**src/rtl/fir_pkg.sv**
```systemverilog
// fir_pkg: shared widths, saturation limits and the round/saturate helper for the FIR output chain.
package fir_pkg;
    localparam int IN_W_DEF  = 16;
    localparam int OUT_W_DEF = 8;
    localparam int SAT_MAX   = 2 ** (OUT_W_DEF - 1) - 1;
    localparam int SAT_MIN   = -(2 ** (OUT_W_DEF - 1));

    typedef struct packed {
        logic               sat;
        logic signed [31:0] val;
    } rs_t;

    // Round half-up by adding half an LSB before the arithmetic shift, then clip to out_w signed.
    function automatic rs_t round_sat(input logic signed [31:0] x, input int shift, input int out_w);
        logic signed [31:0] t, hi, lo;
        rs_t r;
        t     = (x + ((shift > 0) ? (32'sd1 <<< (shift - 1)) : 32'sd0)) >>> shift;
        hi    = (32'sd1 <<< (out_w - 1)) - 32'sd1;
        lo    = -hi - 32'sd1;
        r.sat = (t > hi) || (t < lo);
        r.val = (t > hi) ? hi : (t < lo) ? lo : t;
        return r;
    endfunction
endpackage

```
**src/rtl/sync_fifo.sv**
```systemverilog
// sync_fifo: first-word-fall-through FIFO; a write into a full FIFO only lands when a pop frees a slot.
module sync_fifo
    import fir_pkg::*;
#(
    parameter int DEPTH = 4,
    parameter int WIDTH = 8
) (
    input  logic                     clk,
    input  logic                     reset,
    input  logic                     wr_en,
    input  logic [WIDTH-1:0]         wr_data,
    input  logic                     rd_en,
    output logic [WIDTH-1:0]         rd_data,
    output logic                     full,
    output logic                     empty,
    output logic [$clog2(DEPTH):0]   level
);
    localparam int AW = $clog2(DEPTH);
    logic [AW:0]      wr_q, wr_d, rd_q, rd_d;
    logic [WIDTH-1:0] mem_q [DEPTH];
    logic [WIDTH-1:0] mem_d [DEPTH];
    logic             do_wr, do_rd;

    always_comb begin
        level   = wr_q - rd_q;
        full    = level == (AW + 1)'(DEPTH);
        empty   = level == '0;
        rd_data = empty ? '0 : mem_q[rd_q[AW-1:0]];
        do_rd   = rd_en && !empty;
        do_wr   = wr_en && (!full || do_rd);
        wr_d    = wr_q + (AW + 1)'(do_wr);
        rd_d    = rd_q + (AW + 1)'(do_rd);
        mem_d   = mem_q;
        if (do_wr) mem_d[wr_q[AW-1:0]] = wr_data;
    end

    always_ff @(posedge clk or posedge reset) begin
        if (reset) begin
            wr_q  <= '0;
            rd_q  <= '0;
            mem_q <= '{default: '0};
        end else begin
            wr_q  <= wr_d;
            rd_q  <= rd_d;
            mem_q <= mem_d;
        end
    end
endmodule

```
**src/rtl/fir_decimator.sv**
```systemverilog
// fir_decimator: keeps every DECIM-th filter sample, rounds/saturates it and queues it for a valid/ready sink.
module fir_decimator
    import fir_pkg::*;
#(
    parameter int IN_W  = IN_W_DEF,
    parameter int OUT_W = OUT_W_DEF,
    parameter int SHIFT = 4,
    parameter int DECIM = 4,
    parameter int DEPTH = 4
) (
    input  logic                     clk,
    input  logic                     reset,
    input  logic                     din_valid,
    input  logic signed [IN_W-1:0]   din,
    input  logic                     flag_clr,
    output logic                     dout_valid,
    input  logic                     dout_ready,
    output logic signed [OUT_W-1:0]  dout,
    output logic [$clog2(DEPTH):0]   level,
    output logic                     sat_flag,
    output logic                     overflow
);
    localparam int PW = (DECIM > 1) ? $clog2(DECIM) : 1;
    logic [PW-1:0]    phase_q, phase_d;
    logic             s1_valid_q, s1_valid_d;
    logic [OUT_W-1:0] s1_data_q, s1_data_d;
    logic             sat_q, sat_d, ovf_q, ovf_d;
    logic             keep, pop, full, empty;
    logic [OUT_W-1:0] head;
    rs_t              rs;

    // Set events take priority over a simultaneous software clear.
    always_comb begin
        keep       = din_valid && (phase_q == '0);
        rs         = round_sat(32'(din), SHIFT, OUT_W);
        phase_d    = !din_valid ? phase_q : (phase_q == PW'(DECIM - 1)) ? '0 : phase_q + 1'b1;
        s1_valid_d = keep;
        s1_data_d  = keep ? OUT_W'(rs.val) : s1_data_q;
        pop        = dout_valid && dout_ready;
        sat_d      = (keep && rs.sat) || (sat_q && !flag_clr);
        ovf_d      = (s1_valid_q && full && !pop) || (ovf_q && !flag_clr);
    end

    always_ff @(posedge clk or posedge reset) begin
        if (reset) begin
            phase_q    <= '0;
            s1_valid_q <= 1'b0;
            s1_data_q  <= '0;
            sat_q      <= 1'b0;
            ovf_q      <= 1'b0;
        end else begin
            phase_q    <= phase_d;
            s1_valid_q <= s1_valid_d;
            s1_data_q  <= s1_data_d;
            sat_q      <= sat_d;
            ovf_q      <= ovf_d;
        end
    end

    sync_fifo #(.DEPTH(DEPTH), .WIDTH(OUT_W)) u_fifo (
        .clk     (clk),
        .reset   (reset),
        .wr_en   (s1_valid_q),
        .wr_data (s1_data_q),
        .rd_en   (dout_ready),
        .rd_data (head),
        .full    (full),
        .empty   (empty),
        .level   (level)
    );

    assign dout       = $signed(head);
    assign dout_valid = !empty;
    assign sat_flag   = sat_q;
    assign overflow   = ovf_q;
endmodule
```
**config.mk**
```make
export PLATFORM = sky130hd
export DESIGN_NAME = fir_decimator
export DESIGN_NICKNAME = d
export VERILOG_FILES = /design/src/rtl/fir_pkg.sv /design/src/rtl/sync_fifo.sv /design/src/rtl/fir_decimator.sv
export SDC_FILE = /design/constraint.sdc
export NUM_CORES = 1
export LEC_CHECK = 0
export CAP_MARGIN = 5
export CORE_MARGIN = 8
export CORE_UTILIZATION = 55
export DETAILED_ROUTE_END_ITERATION = 8
export PLACE_DENSITY = 0.8
export SLEW_MARGIN = 10
export SYNTH_ARGS = -nofsm -noshare
export SYNTH_HDL_FRONTEND = slang
export SYNTH_SLANG_ARGS = --single-unit
```
**constraint.sdc**
```tcl
create_clock -name clk -period 2.9 [get_ports clk]
set_clock_uncertainty 0.15 [all_clocks]
set_input_delay 0.29 -clock clk [delete_from_list [all_inputs] [get_ports clk]]
set_output_delay 0.29 -clock clk [all_outputs]
set_load 0.005 [all_outputs]
```
## Word level (Yosys, flattened, before mapping)

Cells that the tools add are included.

| word-level totals | value |
|---|---|
| bits in registers | 51 |
| output and inout port bits | 14 |

| cells by class | value |
|---|---|
| add/sub/neg operators | 5 |
| $lt $le $gt $ge | 5 |
| equality and inequality tests | 2 |
| mux-type cells | 10 |
| bitwise operators | 2 |
| reduce and logical (&&, ||, !) cells | 19 |

Operators by type and width:

| kind | count |
|---|---|
| 8-bit 2-to-1 mux | 6 |
| 32-bit bitwise mux | 1 |
| 16-bit by 5-bit adder with 17-bit output (second input constant) | 1 |
| 8-bit binary-select mux with 2-bit select | 1 |
| 8-bit demux with 2-bit select | 1 |
| 13-bit by 8-bit greater-than comparator with 1-bit output (second input constant) | 1 |
| 13-bit by 8-bit less-than comparator with 1-bit output (second input constant) | 1 |
| 1-bit logical AND | 9 |
| 3-bit by 1-bit adder with 3-bit output | 2 |
| 3-bit greater-or-equal comparator (second input constant) | 2 |
| 2-bit inverter with 3-bit output | 2 |
| 1-bit zero test | 4 |
| 1-bit logical OR | 4 |
| 3-bit equality test (second input constant) | 1 |
| 3-bit zero test | 1 |
| 3-bit by 1-bit less-than comparator with 1-bit output (second input constant) | 1 |
| 3-bit subtractor | 1 |
| 2-bit by 1-bit adder with 2-bit output (second input constant) | 1 |
| 2-bit equality test (second input constant) | 1 |
| 2-bit zero test | 1 |
| 2-bit 2-to-1 mux | 1 |

## Depth between registers and ports, before layout

| logic depth | value |
|---|---|
| word-level depth | 7 |
| gate-level depth with buffers | 10 |
| mapped depth without buffers | 9 |

## Modules after synthesis

Synthesis repeated with hierarchy kept, for this count alone.

| second synthesis, totals | value |
|---|---|
| cell total of the unflattened synthesis | 216 |
| area, all modules | 2727.6 sq um |

Modules (own cells, without submodules):

| module | instances | cells an instance | area an instance (sq um) |
|---|---|---|---|
| sync_fifo | 1 | 116 | 1836.8 |
| fir_decimator | 1 | 100 | 890.9 |

## Least setup slack after synthesis

OpenSTA, ideal clock, no wires.

| path | value |
|---|---|
| path type | register to register |
| start | reg u_fifo.wr_q[0] |
| end | reg u_fifo.mem_q[24] (netlist bit) |
| arrival time | 2309 ps |
| data required time | 2625 ps |
| path slack | 315 ps |
| stages on the path, launching flop included | 11 |
| buffers on the path | 2 |
| clock period less this slack | 2585 ps |
| cell sequence | dfrtp_1 -> inv_1 -> ha_1 -> fa_1 -> xor3_2 -> nor3b_2 -> nor2b_1 -> buf_6 -> and3_4 -> buf_6 -> mux2_4 |

| on the way | value |
|---|---|
| cells in the longest elaborated chain, start to end | 6 |
| elaborated cells between the ends (all ways) | 15 |
| classes of those cells | add/sub: 1; order compare: 2; eq/ne: 1; mux: 3; bitwise: 1; reduce/logical: 7 |

RTL lines:

| element | RTL line | source |
|---|---|---|
| from (decl) | sync_fifo.sv:19 | `logic [AW:0] wr_q, wr_d, rd_q, rd_d;` |
| from (signal assigned) | sync_fifo.sv:43 | `wr_q <= wr_d;` |
| 3-bit subtractor * | sync_fifo.sv:25 | `level = wr_q - rd_q;` |
| net level[2] | fir_decimator.sv:19 | `output logic [$clog2(DEPTH):0] level,` |
| 3-bit zero test | sync_fifo.sv:27 | `empty = level == '0;` |
| 1-bit zero test | sync_fifo.sv:29 | `do_rd = rd_en && !empty;` |
| 1-bit logical AND | sync_fifo.sv:29 |  |
| 1-bit logical OR * | sync_fifo.sv:30 | `do_wr = wr_en && (!full \|\| do_rd);` |
| 1-bit logical AND * | sync_fifo.sv:30 |  |
| to (signal assigned) | sync_fifo.sv:45 | `mem_q <= mem_d;` |
| to (decl) | sync_fifo.sv:20 | `logic [WIDTH-1:0] mem_q [DEPTH];` |

The timed path passes the listed nets; every way through them passes the cells marked *.
A chain may end at the register's enable or synchronous reset.

## Worst setup path after layout

| path | value |
|---|---|
| start | reg u_fifo.wr_q[0] |
| end | reg u_fifo.mem_q[3] (netlist bit) |

| on the way | value |
|---|---|
| cells in the longest elaborated chain, start to end | 6 |
| elaborated cells between the ends (all ways) | 15 |
| classes of those cells | add/sub: 1; order compare: 2; eq/ne: 1; mux: 3; bitwise: 1; reduce/logical: 7 |

RTL lines:

| element | RTL line | source |
|---|---|---|
| 2-bit inverter with 3-bit output (not written as such) / 3-bit subtractor (equally long branches) | sync_fifo.sv:34, sync_fifo.sv:25 |  |
| 3-bit greater-or-equal comparator (not written as such), or another cell as far along | sync_fifo.sv:34 | `if (do_wr) mem_d[wr_q[AW-1:0]] = wr_data;` |
| 1-bit logical AND (not written as such) / 1-bit zero test (equally long branches) | sync_fifo.sv:34, sync_fifo.sv:29 |  |
| 8-bit 2-to-1 mux (not written as such) / 1-bit logical AND (equally long branches) | sync_fifo.sv:34, sync_fifo.sv:29 |  |
| 8-bit demux with 2-bit select / 1-bit logical OR (equally long branches) | sync_fifo.sv:34, sync_fifo.sv:30 |  |
| 32-bit bitwise mux / 1-bit logical AND (equally long branches) | sync_fifo.sv:34, sync_fifo.sv:30 |  |

Several ways; a longest one is shown, not always the timed one.

==> flow_metrics.py <==
metrics = {
    "outcome": {
        "status": "complete, no violations",
    },
    "placed_design": {
        "io_buffers": 31,
        "hpwl_microns": 3560,
        "gp_congestion": 0.743,
    },
    "cells_and_area": {
        "num_antenna_cells": 0,
        "layout.nets": 269,
        "final_util": 0.678,
        "drive_gt1_frac": 0.268,
        "areaGrowthSynthToFinish_pct": 19.9,
    },
    "min_path": {
        "min_path_type": "in -> async",
    },
    "clocking": {
        "cts_buffers": 5,
        "clockBufferDepth": 2,
        "insertion_delay_ns": 0.30,
        "clk_pin_slew_ns": 0.08,
        "cts_tree": "built",
        "htreeDepth": 2,
        "cts.sinks": 51,
        "root_buffer": "clkbuf_8",
    },
    "worst_setup_path": {
        "start_kind": "flop",
        "crit_path_end_kind": "flop",
        "critical_path_required_ns": 2.93,
        "crit_fanout": 8,
        "worstPathArrival_ns": 2.85,
        "crit_type": "reg -> reg",
        "rrSetupSlack_ns": 0.09,
    },
    "floorplan": {
        "core_region_area_sq_mm": 0.00469,
        "fp.dieH_microns": 85.5,
        "die_w_microns": 85.5,
        "dieArea_sq_mm": 0.00731,
        "ioPinCount": 35,
        "start_util": 0.566,
        "rows": 25,
    },
    "synthesis": {
        "syn_area_sq_mm": 0.00266,
        "post-synth-top-count-cell": "dfrtp_1",
        "yosysUniqueCellTypes": 43,
        "synth-main-ff-cell": "dfrtp_1",
        "synth.avg_cell_area_sq_um": 13.3,
        "synthTopCellsByArea": "dfrtp_1 48%, mux2_2 11%, mux4_2 6.8%",
        "syn_nets": 230,
        "ys_ff_latch": 51,
        "synth-edff-count": 0,
        "yosys.area.top_type": "dfrtp_1",
        "syn_inst": 200,
        "synth_top_area_frac": 0.481,
        "async_flop_share": 1.00,
        "synthTopCellsByCount": "51 x dfrtp_1, 25 x mux2_2, 12 x inv_1",
        "ys_seq_area_frac": 0.481,
        "yosys_warnings": 0,
    },
    "global_routing": {
        "grt_max_degree": 52,
        "grt_pass1_wl_microns": 8280,
        "grt_pass1_vias": 1727,
        "antenna_found_initial": 0,
        "grt_use_total": 0.144,
        "grt_remaining_overflow": 0,
    },
    "route": {
        "drt_pass1_iterations": 4,
        "drc_errors": 0,
        "wl_per_cell_microns": 16.1,
        "route.final.wire_length_microns": 4710,
        "drtIter0Drc": 80,
        "antenna_left": 0,
        "viasPerCell": 5.81,
        "vias": 1702,
    },
    "run": {
        "max-cap-violations": 0,
    },
    "timing": {
        "maxSlewViolCount": 0,
        "hold_viol": 0,
        "clock.fmax_ghz": 0.355,
        "slew_headroom": 0.580,
        "holdWs_ns": 0.316,
        "tightest_slew_ns": 0.629,
        "setup_viol": 0,
        "fin_crit_sh": 0.970,
        "timing.final.crit_period_ns": 2.81,
    },
    "pwr": {
        "power_mw": 3.51,
        "p_leak_nw": 1.47,
        "power_density_mw_per_mm2": 1100,
        "peakVddDrop_mv": 0.598,
    },
}
## cell usage in the layout, fill, tap and decap left out, drive strengths merged, types with 2 or more instances in the layout
cell           count
and2               2
nor3               2
nor2               5
clkdlybuf4s50     23
and4               2
mux4               8
nand3              6
o211ai             2
buf                7
dlymetal6s2s       8
and3               4
a21oi              2
a311o              3
dfrtp             51
a221o              6
xnor2              7
ha                 8
inv               12
nor2b             11
xor2               2
nand2              9
clkbuf             6
o21ai              3
mux2              33
nand4              3
## final cells by class
type | instances | area [sq um]
timing repair buffer | 38 | 387
inverter | 12 | 45.0
fill | 348 | 1510
sequential | 51 | 1280
multi-input combinational | 131 | 1310
clock buffer | 6 | 72.6
clock inverter | 1 | 30.0
tap | 54 | 67.6
## power by group
group / internal (mW) / switching [mW] / total [mW]
combinational: 1.11 / 0.640 / 1.75
sequential: 1.06 / 0.232 / 1.29
clock: 0.253 / 0.211 / 0.464
## timing repair
item                       in CTS  in global routing
setup endpoints to repair       8                  8
gates cloned                    0                  0
hold buffers                    0                  0
gates resized for setup         1                 11
setup buffers                   1                  1
## kinds of logic (layout without fill, tap and decap cells)
group / count (synthesis) / in the layout / share of synthesized area
buffers and inverters: 18 / 57 / 0.0316
flip-flops: 51 / 51 / 0.481
multiplexers: 41 / 41 / 0.219
AO/OA/AOI/OAI: 22 / 22 / 0.0712
XOR/XNOR: 10 / 10 / 0.0391
AND/OR/NAND/NOR: 49 / 49 / 0.113
adder cells (fa/ha/maj): 9 / 9 / 0.0452
## state kept, by name (all words and copies together), names as in the netlist
name and count:
s1_valid_q 1, u_fifo.mem_q 32, overflow 1, s1_data_q 8, sat_flag 1, u_fifo.wr_q 3
phase_q 2, u_fifo.rd_q 3
## critical path: stages (launching register included)
cell     delay, ns
dfrtp_1       0.36
inv_1         0.08
ha_1          0.21
fa_1          0.39
xor3_2        0.28
nor3b_2       0.20
nor2b_1       0.24
buf_4         0.19
nand3_2       0.23
mux2_2        0.35
## metal layers
metal,GRT usage,wire length [microns]
met5,0,0
met4,0.0669,90
met3,0.0396,204
met2,0.228,2330
met1,0.179,2080
## metrics by stage
step	setup slack, ns	instances	cell area [sq um]	TNS, ns
finish	0.0860	293	3180	0
global placement	0.176	284	3030	0
detailed placement	0.0481	284	3030	0
floorplan	0.315	200	2660	0
global route	-0.00675	293	3180	-0.0126
CTS	0.00130	292	3140	0
## worst paths after layout
check / startpoint / to / cells after the start
min in group clk: s1_valid_q / overflow / 2
max in group asynchronous: reset / u_fifo.mem_q[21] / 3
max reg2reg: u_fifo.wr_q[0] / u_fifo.mem_q[3] / 9
max: u_fifo.wr_q[0] / u_fifo.mem_q[3] / 9
min reg2reg: s1_valid_q / overflow / 2
min: reset / u_fifo.wr_q[1] / 3
Note: power is estimated with default switching activity, not from simulation.
